===== src/rtl/array_init_pkg.sv =====
// Shared types for the array initialiser.
//   mode_e  : fill pattern selector, latched at the start of each run
//   state_e : sequencer states
package array_init_pkg;

  typedef enum logic [1:0] {
    ModeIdentity = 2'd0,
    ModeConst    = 2'd1,
    ModeDescend  = 2'd2,
    ModeXor      = 2'd3
  } mode_e;

  typedef enum logic [1:0] {
    StIdle  = 2'd0,
    StFill  = 2'd1,
    StDrain = 2'd2,
    StDone  = 2'd3
  } state_e;

endpackage


===== src/rtl/array_init_gen_if.sv =====
// Control and memory-write bundle of the array initialiser.
//   master : requester side, drives start/abort/mode/fill_value
//   slave  : initialiser side, drives the write port and status
interface array_init_gen_if #(
  parameter int unsigned ADDR_W = 8,
  parameter int unsigned DATA_W = 8
);
  logic              start;
  logic              abort;
  logic [1:0]        mode;
  logic [DATA_W-1:0] fill_value;
  logic              wr_en;
  logic [ADDR_W-1:0] address;
  logic [DATA_W-1:0] data;
  logic              selector;
  logic              busy;
  logic              finish;

  modport master (
    output start, abort, mode, fill_value,
    input  wr_en, address, data, selector, busy, finish
  );

  modport slave (
    input  start, abort, mode, fill_value,
    output wr_en, address, data, selector, busy, finish
  );
endinterface


===== src/rtl/init_addr_counter.sv =====
// Write-address counter for the array initialiser.
//   clk, reset : clock, asynchronous active-low reset
//   i_clear    : synchronous clear to 0 (wins over i_enable)
//   i_enable   : count up by one; saturates at DEPTH-1
//   o_count    : current address
//   o_tc       : high while the count equals DEPTH-1
module init_addr_counter #(
  parameter int unsigned ADDR_W = 8,
  parameter int unsigned DEPTH  = 2 ** ADDR_W
) (
  input  logic              clk,
  input  logic              reset,
  input  logic              i_clear,
  input  logic              i_enable,
  output logic [ADDR_W-1:0] o_count,
  output logic              o_tc
);

  localparam logic [ADDR_W-1:0] LastAddr = ADDR_W'(DEPTH - 1);

  logic [ADDR_W-1:0] r_count;
  logic              w_tc;

  assign w_tc = (r_count == LastAddr);

  // Holding at the terminal count keeps the address from wrapping to 0.
  always_ff @(posedge clk or negedge reset) begin
    if (!reset) begin
      r_count <= '0;
    end else if (i_clear) begin
      r_count <= '0;
    end else if (i_enable && !w_tc) begin
      r_count <= r_count + ADDR_W'(1);
    end
  end

  assign o_count = r_count;
  assign o_tc    = w_tc;

endmodule


===== src/rtl/array_init_gen.sv =====
// Array initialiser: on start, writes DEPTH consecutive words (address 0..DEPTH-1)
// with a selectable pattern, then idles one drain cycle and pulses finish.
//   clk, reset : clock, asynchronous active-low reset
//   bus.start/abort/mode/fill_value : run control, mode/fill_value latched at start
//   bus.wr_en/address/data          : memory write port
//   bus.selector : memory-port ownership (FILL and DRAIN)
//   bus.busy     : not idle
//   bus.finish   : one-cycle completion pulse
module array_init_gen
  import array_init_pkg::*;
#(
  parameter int unsigned ADDR_W = 8,
  parameter int unsigned DATA_W = 8,
  parameter int unsigned DEPTH  = 2 ** ADDR_W
) (
  input logic               clk,
  input logic               reset,
  array_init_gen_if.slave   bus
);

  localparam logic [ADDR_W-1:0] LastAddr = ADDR_W'(DEPTH - 1);

  state_e            r_state;
  mode_e             r_mode;
  logic [DATA_W-1:0] r_fill_value;
  logic              r_wr_en;
  logic              r_selector;
  logic              r_busy;
  logic              r_finish;

  logic [ADDR_W-1:0] w_count;
  logic              w_tc;
  logic              w_in_fill;
  logic              w_clear;
  logic [DATA_W-1:0] w_addr_ext;
  logic [DATA_W-1:0] w_desc_ext;
  logic [DATA_W-1:0] w_data;

  assign w_in_fill = (r_state == StFill);
  // Clearing on every exit from FILL keeps the address at 0 everywhere else.
  assign w_clear   = !w_in_fill || w_tc || bus.abort;

  init_addr_counter #(
    .ADDR_W (ADDR_W),
    .DEPTH  (DEPTH)
  ) u_addr_counter (
    .clk      (clk),
    .reset    (reset),
    .i_clear  (w_clear),
    .i_enable (w_in_fill),
    .o_count  (w_count),
    .o_tc     (w_tc)
  );

  assign w_addr_ext = DATA_W'(w_count);
  assign w_desc_ext = DATA_W'(LastAddr - w_count);

  always_comb begin
    w_data = w_addr_ext;
    unique case (r_mode)
      ModeIdentity: w_data = w_addr_ext;
      ModeConst:    w_data = r_fill_value;
      ModeDescend:  w_data = w_desc_ext;
      ModeXor:      w_data = w_addr_ext ^ r_fill_value;
    endcase
  end

  always_ff @(posedge clk or negedge reset) begin
    if (!reset) begin
      r_state      <= StIdle;
      r_mode       <= ModeIdentity;
      r_fill_value <= '0;
      r_wr_en      <= 1'b0;
      r_selector   <= 1'b0;
      r_busy       <= 1'b0;
      r_finish     <= 1'b0;
    end else begin
      case (r_state)
        StIdle: begin
          // Abort beats start when both arrive in IDLE.
          if (bus.start && !bus.abort) begin
            r_state      <= StFill;
            r_mode       <= mode_e'(bus.mode);
            r_fill_value <= bus.fill_value;
            r_wr_en      <= 1'b1;
            r_selector   <= 1'b1;
            r_busy       <= 1'b1;
          end
        end
        StFill: begin
          if (bus.abort) begin
            r_state    <= StIdle;
            r_wr_en    <= 1'b0;
            r_selector <= 1'b0;
            r_busy     <= 1'b0;
          end else if (w_tc) begin
            r_state <= StDrain;
            r_wr_en <= 1'b0;
          end
        end
        StDrain: begin
          if (bus.abort) begin
            r_state    <= StIdle;
            r_selector <= 1'b0;
            r_busy     <= 1'b0;
          end else begin
            r_state    <= StDone;
            r_selector <= 1'b0;
            r_finish   <= 1'b1;
          end
        end
        StDone: begin
          r_state  <= StIdle;
          r_busy   <= 1'b0;
          r_finish <= 1'b0;
        end
        default: begin
          r_state    <= StIdle;
          r_wr_en    <= 1'b0;
          r_selector <= 1'b0;
          r_busy     <= 1'b0;
          r_finish   <= 1'b0;
        end
      endcase
    end
  end

  assign bus.wr_en    = r_wr_en;
  assign bus.address  = w_count;
  assign bus.data     = w_data;
  assign bus.selector = r_selector;
  assign bus.busy     = r_busy;
  assign bus.finish   = r_finish;

endmodule


===== src/flat_wrapper.sv =====
// flat-port wrapper written by rule: the top's interface ports become plain ports
module array_init_gen_flat import array_init_pkg::*;
#(
  parameter int unsigned ADDR_W = 8,
  parameter int unsigned DATA_W = 8,
  parameter int unsigned DEPTH  = 2 ** ADDR_W
)
  (clk, reset, bus_start, bus_abort, bus_mode, bus_fill_value, bus_wr_en, bus_address, bus_data, bus_selector, bus_busy, bus_finish);
  array_init_gen_if #(.ADDR_W(ADDR_W), .DATA_W(DATA_W)) bus_i ();
  input logic clk;
  input logic reset;
  input wire logic [$bits(bus_i.start)-1:0] bus_start;
  input wire logic [$bits(bus_i.abort)-1:0] bus_abort;
  input wire logic [$bits(bus_i.mode)-1:0] bus_mode;
  input wire logic [$bits(bus_i.fill_value)-1:0] bus_fill_value;
  output wire logic [$bits(bus_i.wr_en)-1:0] bus_wr_en;
  output wire logic [$bits(bus_i.address)-1:0] bus_address;
  output wire logic [$bits(bus_i.data)-1:0] bus_data;
  output wire logic [$bits(bus_i.selector)-1:0] bus_selector;
  output wire logic [$bits(bus_i.busy)-1:0] bus_busy;
  output wire logic [$bits(bus_i.finish)-1:0] bus_finish;
  assign bus_i.start = bus_start;
  assign bus_i.abort = bus_abort;
  assign bus_i.mode = bus_mode;
  assign bus_i.fill_value = bus_fill_value;
  assign bus_wr_en = bus_i.wr_en;
  assign bus_address = bus_i.address;
  assign bus_data = bus_i.data;
  assign bus_selector = bus_i.selector;
  assign bus_busy = bus_i.busy;
  assign bus_finish = bus_i.finish;
  array_init_gen #(.ADDR_W(ADDR_W), .DATA_W(DATA_W), .DEPTH(DEPTH)) u_core (.clk(clk), .reset(reset), .bus(bus_i));
endmodule

===== config.mk =====
export PLATFORM = sky130hd
export DESIGN_NAME = array_init_gen_flat
export DESIGN_NICKNAME = d
export VERILOG_FILES = /design/src/rtl/array_init_pkg.sv /design/src/rtl/array_init_gen_if.sv /design/src/rtl/init_addr_counter.sv /design/src/rtl/array_init_gen.sv /design/src/flat_wrapper.sv
export SDC_FILE = /design/constraint.sdc
export NUM_CORES = 1
export LEC_CHECK = 0
export ABC_AREA = 1
export CAP_MARGIN = 20
export CORE_UTILIZATION = 51
export DETAILED_ROUTE_END_ITERATION = 10
export PLACE_DENSITY = 0.82
export REMOVE_ABC_BUFFERS = 1
export SLEW_MARGIN = 20
export SYNTH_ARGS = -nofsm -noshare
export SYNTH_HDL_FRONTEND = slang
export SYNTH_SLANG_ARGS = --single-unit

===== constraint.sdc =====
create_clock -name clk -period 3.1 [get_ports clk]
set_input_delay 0.93 -clock clk [delete_from_list [all_inputs] [get_ports clk]]
set_output_delay 0.93 -clock clk [all_outputs]
set_load 0.02 [all_outputs]

==> results of run 1 <==
metrics by stage:
stage / cell area, sq um / hold WS (ns) / worst slack, ns / utilization [%]
6_report: 1710 / 0.493 / 0.228 / 74.3
5_1_grt: 1710 / 0.524 / 0.113 / 74.3
4_1_cts: 1710 / 0.500 / 0.214 / 74.3
3_5_place_dp: 1660 / 0.467 / 0.597 / 72.1
3_3_place_gp: 1660 / 0.460 / 0.656 / 72.1
2_1_floorplan: 1280 / 0.437 / 1.10 / -
routing by layer:
layer	GRT usage [%]	vias up	part of all wire, %
met1	29.7	512	45
met5	0	-	0
li1	-	566	-
met3	5.22	4	5.5
met2	37.4	42	48
met4	7.89	0	1.1
worst register-to-register path: stages, from the launching register on:
cell and delay (ns):
dfrtp_1 0.44, inv_1 0.10, ha_1 0.23, inv_1 0.10, nor2_4 0.30, inv_2 0.15
nand2_1 0.09, nand2_1 0.05
report_power, final:
| group | internal (uW) | leakage, uW | switching [uW] |
|---|---|---|---|
| Combinational | 373 | 0.000447 | 488 |
| Sequential | 420 | 0.000310 | 74.6 |
| Clock | 131 | 0.0000279 | 98.4 |
| Total | 924 | 0.000786 | 661 |
worst paths after layout:
check	endpoint	startpoint	slack, ns
max	bus_data[4]	u_core.r_mode[0]	0.23
min	u_core.r_fill_value[6]	u_core.r_fill_value[6]	0.49
max reg2reg	u_core.r_fill_value[1]	u_core.r_state[0]	1.56
max in group asynchronous	u_core.bus.finish	reset	1.92
min reg2reg	u_core.r_fill_value[6]	u_core.r_fill_value[6]	0.49
min in group asynchronous	u_core.r_mode[1]	reset	0.94
cell usage after synthesis, drive strengths merged:
cell type	n	area share (%)
nand2	57	19
dfrtp	24	47
inv	18	5.2
o21ai	16	6.8
nor2	12	4.9
xor2	8	5.4
ha	5	4.9
nand3	5	1.9
a21oi	4	1.6
nor3	3	1.2
nor3b	2	1.2
buf	1	0.39
o22ai	1	0.49
cells by family (layout without fill, tap and decap cells):
logic type | after synthesis | count (layout) | share of synthesized area [%]
and+or+nand+nor | 79 | 79 | 28.6
DFF | 24 | 24 | 46.6
AOI/OAI and AO/OA | 21 | 21 | 8.84
buffers and inverters | 19 | 56 | 5.64
xor gates and xnor gates | 8 | 8 | 5.44
adders and majority gates | 5 | 5 | 4.86
flip-flops by register name, summed over array words and instances, names as in the netlist:
register / count
u_core.r_fill_value: 8
u_core.u_addr_counter.o_count: 8
u_core.r_mode: 2
u_core.r_state: 2
u_core.bus.busy: 1
u_core.bus.finish: 1
u_core.bus.selector: 1
u_core.bus.wr_en: 1
cell type report:
cell class	instances	area, sq um	share of cell area (%)
inverter	18	67.6	3.96
sequential	24	601	35.2
clock inverter	1	30.0	1.76
tap	28	35.0	2.05
clock buffer	3	22.5	1.32
timing repair buffer	34	338	19.8
multi-input combinational	113	614	36.0
==> out/metrics.yaml, run 1 <==
numClockSinks: 24
first_pass_iters: 4
cellPowerDensity_nw_per_um2: 928
routed_wl_mm: 2.75
cts_made_buffers: 3
synth_sequential_area_ratio_pct: 46.6
portbufs: 33
timing.critical_path.buf_inv: 2
first_global_vias: 1013
cellLeakagePower_uw: 0.000786
setup_total_negative_slack_ns: 0
drv.max_cap_violation_count: 0
hold_viol: 0
insertedDiodeCount: 0
design_power_total_uw: 1590
status: "finished, final reports clean"
cts-resized-gates: 0
post_synth_instance_area_sq_um: 1290
cp.required_ns: 2.17
core_sq_um: 2300
yosysWarningCount: 0
detail_route.drc_violations: 0
drive_gt1_share_pct: 10.4
worst-path-stages: 5
critical_path.cell_chain: "inv_2 -> nand2_1 -> o21ai_0 -> xor2_1 -> clkdlybuf4s50_1"
largest_net_degree_at_the_start_of_global_routing: 25
mean_area_per_synthesized_cell_sq_um: 8.25
critical_path.top_delay_family: "buffers and inverters"
i_o_pins: 34
critical_path_peak_fanout: 10
antenna_violations_before_repair: 0
slew_viol_final: 0
min_period_ns: 2.87
ws_path_type: "flip-flop to output port"
hpwl_mm: 2.03
grt_remaining_overflow: 0
synthDistinctLibCells: 21
ys_seq_elements: 24
overall_fraction_of_global_route_tracks_in_use_pct: 22.8
most_common_library_cell_in_the_layout_ignoring_fill_and_taps: "nand2_1"
placed_cells: 217
post-route-period-util_pct: 92.7
min_delay_path_depth: 2
ctsHtreeMaxLevel: 1
cp_slowest_cell: "clkdlybuf4s50_1"
post_layout_nonfiller_instances: 221
die_x_microns: 52.2
skew_ns: 0.00821
post_cts_buffers: 0
max_clock_freq_ghz: 0.348
cts_tree: "done"
max_slew.worst_pin.slew_ns: 0.317
clk_pin_slew_worst_paths_ns: 0.14
floorplan.rows: 17
worst_setup_path_start_kind: "flip-flop"
class_of_the_tightest_hold_or_removal_check: "flip-flop to flip-flop"
fillerInstances: 181
routed_via_density: 5.09
clk-insertion-delay-late_ns: 0.32
postCtsHoldBufs: 0
slew_headroom_pct: 78.8
grt_setup_unrepaired: "false"
globalplace.congestion: 0.826
final_nets: 213
drt_first_iter_violations: 23
crit_path_end_kind: "output port"
power.ir.vdd_worst_v: 0.000665
cpPeakStageDelay_ns: 0.62
detailroute.via_count: 1124
worst_ep_arrival_time_ns: 1.94
layout_common_cells: "nand2_1 (52), clkdlybuf4s50_1 (33), dfrtp_1 (24)"
area_growth_from_synthesis_to_layout_pct: 32.7
ctsLongestPathBuffers: 2
root_buffer: "clkbuf_4"
chipHeight_microns: 52.2
grt_pass1_wl_mm: 4.44
post_drt_wl_per_cell_microns: 12.4
ant_nets: 0
worst-r2r-cell-count: 7
die_area_sq_um: 2730
synthesis.instances: 156
setup-violations-final: 0
initial_core_util_pct: 56.0
(Power assumes the default switching activity.)
==> inputs of run 2 (changes only) <==
--- a/config.mk
+++ b/config.mk
@@ -7,9 +7,9 @@
 export LEC_CHECK = 0
 export ABC_AREA = 1
 export CAP_MARGIN = 20
-export CORE_UTILIZATION = 51
+export CORE_UTILIZATION = 50
 export DETAILED_ROUTE_END_ITERATION = 10
-export PLACE_DENSITY = 0.82
+export PLACE_DENSITY = 0.81
 export REMOVE_ABC_BUFFERS = 1
 export SLEW_MARGIN = 20
 export SYNTH_ARGS = -nofsm -noshare
==> out/metrics.yaml, run 2 (same netlist as run 1, synthesis figures left out) <==
min_delay_path_depth: 2
numClockSinks: 24
antenna_violations_before_repair: 0
chipHeight_microns: 52.7
grt_pass1_wl_mm: 4.42
cpPeakStageDelay_ns: 0.62
worst-r2r-cell-count: 7
max_slew.worst_pin.slew_ns: 0.316
ctsLongestPathBuffers: 2
hold_path_end: "u_core.r_fill_value[2]"
die_area_sq_um: 2780
initial_core_util_pct: 52.4
drive_gt1_share_pct: 10.4
area_growth_from_synthesis_to_layout_pct: 33.2
detailroute.via_count: 1117
die_x_microns: 52.7
rr_startpoint: "u_core.r_state[1]"
ws_path_type: "flip-flop to output port"
detail_route.drc_violations: 0
setup_total_negative_slack_ns: 0
grt_remaining_overflow: 0
worstHoldStart: "u_core.r_fill_value[2]"
most_common_library_cell_in_the_layout_ignoring_fill_and_taps: "nand2_1"
worst_ep_arrival_time_ns: 2.00
ant_nets: 0
design_power_total_uw: 1590
core_sq_um: 2450
class_of_the_tightest_hold_or_removal_check: "flip-flop to flip-flop"
first_pass_iters: 4
drt_first_iter_violations: 22
fin_worst_setup_slack_ns: 0.169
hold_viol: 0
skew_ns: 0.0144
cp.required_ns: 2.17
overall_fraction_of_global_route_tracks_in_use_pct: 22.1
clk-insertion-delay-late_ns: 0.33
drv.max_cap_violation_count: 0
i_o_pins: 34
cellPowerDensity_nw_per_um2: 929
post-route-period-util_pct: 94.6
portbufs: 33
post_drt_wl_per_cell_microns: 12.2
root_buffer: "clkbuf_4"
status: "finished, final reports clean"
max_clock_freq_ghz: 0.341
post_cts_buffers: 0
crit-reg2reg-capture: "u_core.r_fill_value[0]"
cts_tree: "done"
pre_cts_slack_ns: 0.535
reg2reg_setup_slack_ns: 1.58
cp_slowest_cell: "clkdlybuf4s50_1"
globalplace.congestion: 0.862
clk_pin_slew_worst_paths_ns: 0.14
largest_net_degree_at_the_start_of_global_routing: 25
first_global_vias: 1044
grt_setup_unrepaired: "false"
power.ir.vdd_worst_v: 0.000665
layout_common_cells: "nand2_1 (52), clkdlybuf4s50_1 (31), dfrtp_1 (24)"
slew_viol_final: 0
setup-violations-final: 0
min_period_ns: 2.93
cts_made_buffers: 3
routed_wl_mm: 2.72
slew_headroom_pct: 78.9
critical_path_peak_fanout: 10
routed_via_density: 5.01
floorplan.rows: 18
cellLeakagePower_uw: 0.000806
holdWs_ns: 0.505
ctsHtreeMaxLevel: 1
insertedDiodeCount: 0
critical_path.cell_chain: "inv_2 -> nand2_1 -> o21ai_0 -> xor2_1 -> clkdlybuf4s50_1"
crit_path_end_kind: "output port"
final_nets: 213
worst_setup_path_start_kind: "flip-flop"
hpwl_mm: 2.10
## run 2: changes by cell type in the layout (fill, tap and decap cells not counted)
cell / delta
clkdlybuf4s50_1: -2
dlymetal6s2s_1: +2
## run 2: stage by stage
step | area, sq um | std cells | util [%]
after floorplan | 1280 | 155 | -
after global placement | 1660 | 219 | 67.5
after detailed placement | 1660 | 219 | 67.5
after CTS | 1710 | 223 | 69.7
after global routing | 1720 | 223 | 69.9
final | 1720 | 223 | 69.9
## run 2: metal layers
layer / vias up / share of wire [%] / routed length [microns] / GRT usage (%)
met4: 0 / 1.5 / 42 / 11.0
met1: 519 / 45 / 1220 / 26.9
li1: 565 / - / - / -
met3: 4 / 3.7 / 101 / 2.90
met5: - / 0 / 0 / 0
met2: 29 / 50 / 1360 / 37.8
## run 2: critical path, delay by kind of cell (launching register included)
family,cells,cell delay [ns]
compound gates,1,0.17
flops,1,0.41
simple gates,1,0.16
buf+inv,2,0.74
xor+xnor,1,0.18
## run 2: how the worst max path moves through the flow
stage                             end              from  slack, ns
after CTS                 bus_data[4]  u_core.r_mode[0]       0.15
after global placement    bus_data[1]  u_core.r_mode[0]       0.64
after detailed placement  bus_data[4]  u_core.r_mode[0]       0.54
after global routing      bus_data[6]  u_core.r_mode[0]       0.03
final                     bus_data[6]  u_core.r_mode[0]       0.17
after floorplan           bus_data[0]  u_core.r_mode[0]       1.10
## run 2: area by class of cell
cell class | instances | area [sq um]
Inverter | 18 | 67.6
Tap cell | 30 | 37.5
Timing Repair Buffer | 34 | 343
Sequential cell | 24 | 601
Multi-Input combinational cell | 113 | 614
Clock inverter | 1 | 30.0
Clock buffer | 3 | 22.5
Fill cell | 212 | 739
## run 2: timing repair
item	CTS	global route
endpoints found under the hold margin	0	0
hold buffers	0	0
endpoints found under the setup margin	0	2
resized for setup	0	2
## run 2: report_power, final
part | leakage (uW) | internal, uW | total (uW) | switching (uW)
sequential | 0.000310 | 420 | 492 | 71.9
clock | 0.0000279 | 131 | 231 | 100
combinational | 0.000467 | 368 | 870 | 501
==> inputs of run 3 (changes only) <==
--- a/config.mk
+++ b/config.mk
@@ -5,11 +5,10 @@
 export SDC_FILE = /design/constraint.sdc
 export NUM_CORES = 1
 export LEC_CHECK = 0
-export ABC_AREA = 1
 export CAP_MARGIN = 20
 export CORE_UTILIZATION = 50
 export DETAILED_ROUTE_END_ITERATION = 10
-export PLACE_DENSITY = 0.81
+export PLACE_DENSITY = 0.8
 export REMOVE_ABC_BUFFERS = 1
 export SLEW_MARGIN = 20
 export SYNTH_ARGS = -nofsm -noshare
==> out/metrics.yaml, run 3 <==
status: "finished, final reports clean"
setup-violations-final: 0
first_pass_iters: 4
drt_first_iter_violations: 39
design_power_total_uw: 1610
portbufs: 33
ys_seq_elements: 24
hold_path_end: "u_core.r_fill_value[1]"
power.switching_uw: 668
synth-main-ff-cell: "dfrtp_1"
area_growth_from_synthesis_to_layout_pct: 29.8
ant_nets: 0
rr_startpoint: "u_core.r_state[0]"
die_area_sq_um: 2900
drive_gt1_share_pct: 14.3
ctsHtreeMaxLevel: 1
routed_wl_mm: 2.77
post_synth_instance_area_sq_um: 1340
i_o_pins: 34
compound_gate_portion_of_the_synthesized_area_pct: 17.8
synthDistinctLibCells: 28
worstHoldStart: "u_core.r_fill_value[1]"
cellPowerDensity_nw_per_um2: 921
netlist_top_cells_area: "dfrtp_1 (45%), mux2_2 (8.4%), o21ai_0 (7.8%)"
sequentialPowerShare_pct: 33.0
detail_route.drc_violations: 0
max_slew.worst_pin.slew_ns: 0.317
yosysWarningCount: 0
switching_share_pct: 41.6
clockPowerShare_pct: 10.5
class_of_the_tightest_hold_or_removal_check: "flip-flop to flip-flop"
fillerInstances: 201
setup_total_negative_slack_ns: 0
synthAdderAreaFrac_pct: 4.66
critical_path_peak_fanout: 17
synth-async-reset-ratio_pct: 100
worst_setup_path_start_kind: "flip-flop"
worst-r2r-cell-count: 4
slew_viol_final: 0
numClockSinks: 24
postPlaceCellArea_sq_um: 1710
first_global_vias: 960
pre_cts_slack_ns: 0.382
core_sq_um: 2500
hold_viol: 0
synth_sequential_area_ratio_pct: 44.7
most_common_library_cell_in_the_layout_ignoring_fill_and_taps: "clkdlybuf4s50_1"
dominant_combinational_cell_family_by_area_after_synthesis: "compound AO/OA/AOI/OAI gates"
min_delay_path_depth: 1
mean_area_per_synthesized_cell_sq_um: 10.1
die_x_microns: 53.8
synth_xor_xnor_area_share_pct: 3.91
crit-reg2reg-capture: "u_core.r_fill_value[2]"
max_clock_freq_ghz: 0.338
layout_common_cells: "clkdlybuf4s50_1 (33), dfrtp_1 (23), o21ai_0 (21)"
largest_net_degree_at_the_start_of_global_routing: 25
postCtsHoldBufs: 0
most_common_cell_in_the_netlist: "dfrtp_1"
worst_ep_arrival_time_ns: 2.03
initial_core_util_pct: 53.8
routed_via_density: 5.48
yosys.area.top_type: "dfrtp_1"
insertedDiodeCount: 0
cts_made_buffers: 3
crit_path_end_kind: "output port"
hpwl_mm: 2.09
clk-insertion-delay-late_ns: 0.32
skew_ns: 0.00883
grt_setup_unrepaired: "false"
drv.max_cap_violation_count: 0
synthesis.instances: 133
post_layout_nonfiller_instances: 198
slew_headroom_pct: 78.9
grt_pass1_wl_mm: 4.33
overall_fraction_of_global_route_tracks_in_use_pct: 20.9
floorplan.rows: 18
ws_path_type: "flip-flop to output port"
detailroute.via_count: 1085
power_frac_comb_pct: 56.5
post_drt_wl_per_cell_microns: 14.0
cp.required_ns: 2.17
synth-simple-area-share_pct: 16.8
fin_worst_setup_slack_ns: 0.138
root_buffer: "clkbuf_4"
post-route-period-util_pct: 95.5
ctsLongestPathBuffers: 2
cts_tree: "done"
grt_remaining_overflow: 0
number_of_synthesized_flops_with_an_enable_pin: 0
globalplace.congestion: 0.782
min_period_ns: 2.96
placed_cells: 194
finalInstanceArea_sq_um: 1740
clk_pin_slew_worst_paths_ns: 0.13
antenna_violations_before_repair: 0
final_nets: 188
chipHeight_microns: 53.8
synthDominantCellAreaShare_pct: 44.7
cellLeakagePower_uw: 0.000721
synth.area.mux_share_pct: 9.87
netlist_top_cells_count: "dfrtp_1 (24), o21ai_0 (21), nand3_1 (12)"
power.ir.vdd_worst_v: 0.000681
p_int_uw: 938
reg2reg_setup_slack_ns: 1.45
[run 3: cell count changes in the layout (fill, tap and decap cells not counted), sizes merged, moves of 5 or more]
| cell | before | now |
|---|---|---|
| a21oi | 4 | 10 |
| inv | 18 | 5 |
| mux2 | 0 | 10 |
| nand2 | 57 | 4 |
| nand2b | 0 | 9 |
| nand3 | 5 | 13 |
| o21ai | 16 | 21 |
| xor2 | 8 | 3 |
[run 3: kinds of logic after synthesis]
group	after synthesis
and+or+nand+nor	41
AOI/OAI and AO/OA	37
DFF	24
muxes	12
buffers and inverters	8
xor gates and xnor gates	6
adders and majority gates	5
[run 3: cell type report]
cell class / count / area (sq um) / share of cell area, %
clock buffers: 4 / 36.3 / 2.08
inverters: 5 / 18.8 / 1.08
multi-input cells: 101 / 712 / 40.8
flip-flops and latches: 24 / 602 / 34.5
well taps: 30 / 37.5 / 2.15
repair buffers: 34 / 338 / 19.4
[run 3: stage by stage]
step           util, %  hold slack, ns
2_1_floorplan        -           0.470
3_3_place_gp      68.3           0.485
3_5_place_dp      68.3           0.484
4_1_cts           69.7           0.515
5_1_grt           69.8           0.526
6_report          69.8           0.511
[run 3: how the worst max path moves through the flow]
stage,from,endpoint,cells past startpoint
after detailed placement,u_core.r_mode[0],bus_data[0],5
after global routing,u_core.r_mode[0],bus_data[0],5
after floorplan,u_core.r_mode[0],bus_data[0],4
final,u_core.r_mode[0],bus_data[0],5
after CTS,u_core.r_mode[0],bus_data[0],5
after global placement,u_core.r_mode[0],bus_data[0],5
[run 3: what timing repair did]
| action | 4_1_cts | 5_1_grt |
|---|---|---|
| setup buffers | 0 | 0 |
| endpoints found under the hold margin | 0 | 0 |
| resized for setup | 0 | 1 |
| setup endpoints to repair | 0 | 8 |
[run 3: critical path, stage by stage, from the launching register on]
cell	delay [ns]
dfrtp_2	0.54
or2b_1	0.28
nand3_1	0.08
o21ai_0	0.08
a21oi_1	0.12
clkdlybuf4s50_1	0.62
[run 3: layer usage]
layer / wire (microns) / up-vias / GRT usage (%)
li1: - / 540 / -
met1: 1300 / 517 / 29.6
met2: 1360 / 26 / 32.5
met3: 102 / 2 / 3.67
met4: 14 / 0 / 6.14
met5: 0 / - / 0
[run 3: power groups by stage]
stage | clock (uW) | sequential, uW | combinational, uW
final | 168 | 530 | 908
after global routing | 185 | 549 | 992
after CTS | 174 | 528 | 915
after detailed placement | 0 | 534 | 911
after global placement | 0 | 525 | 876
after floorplan | 0 | 539 | 540
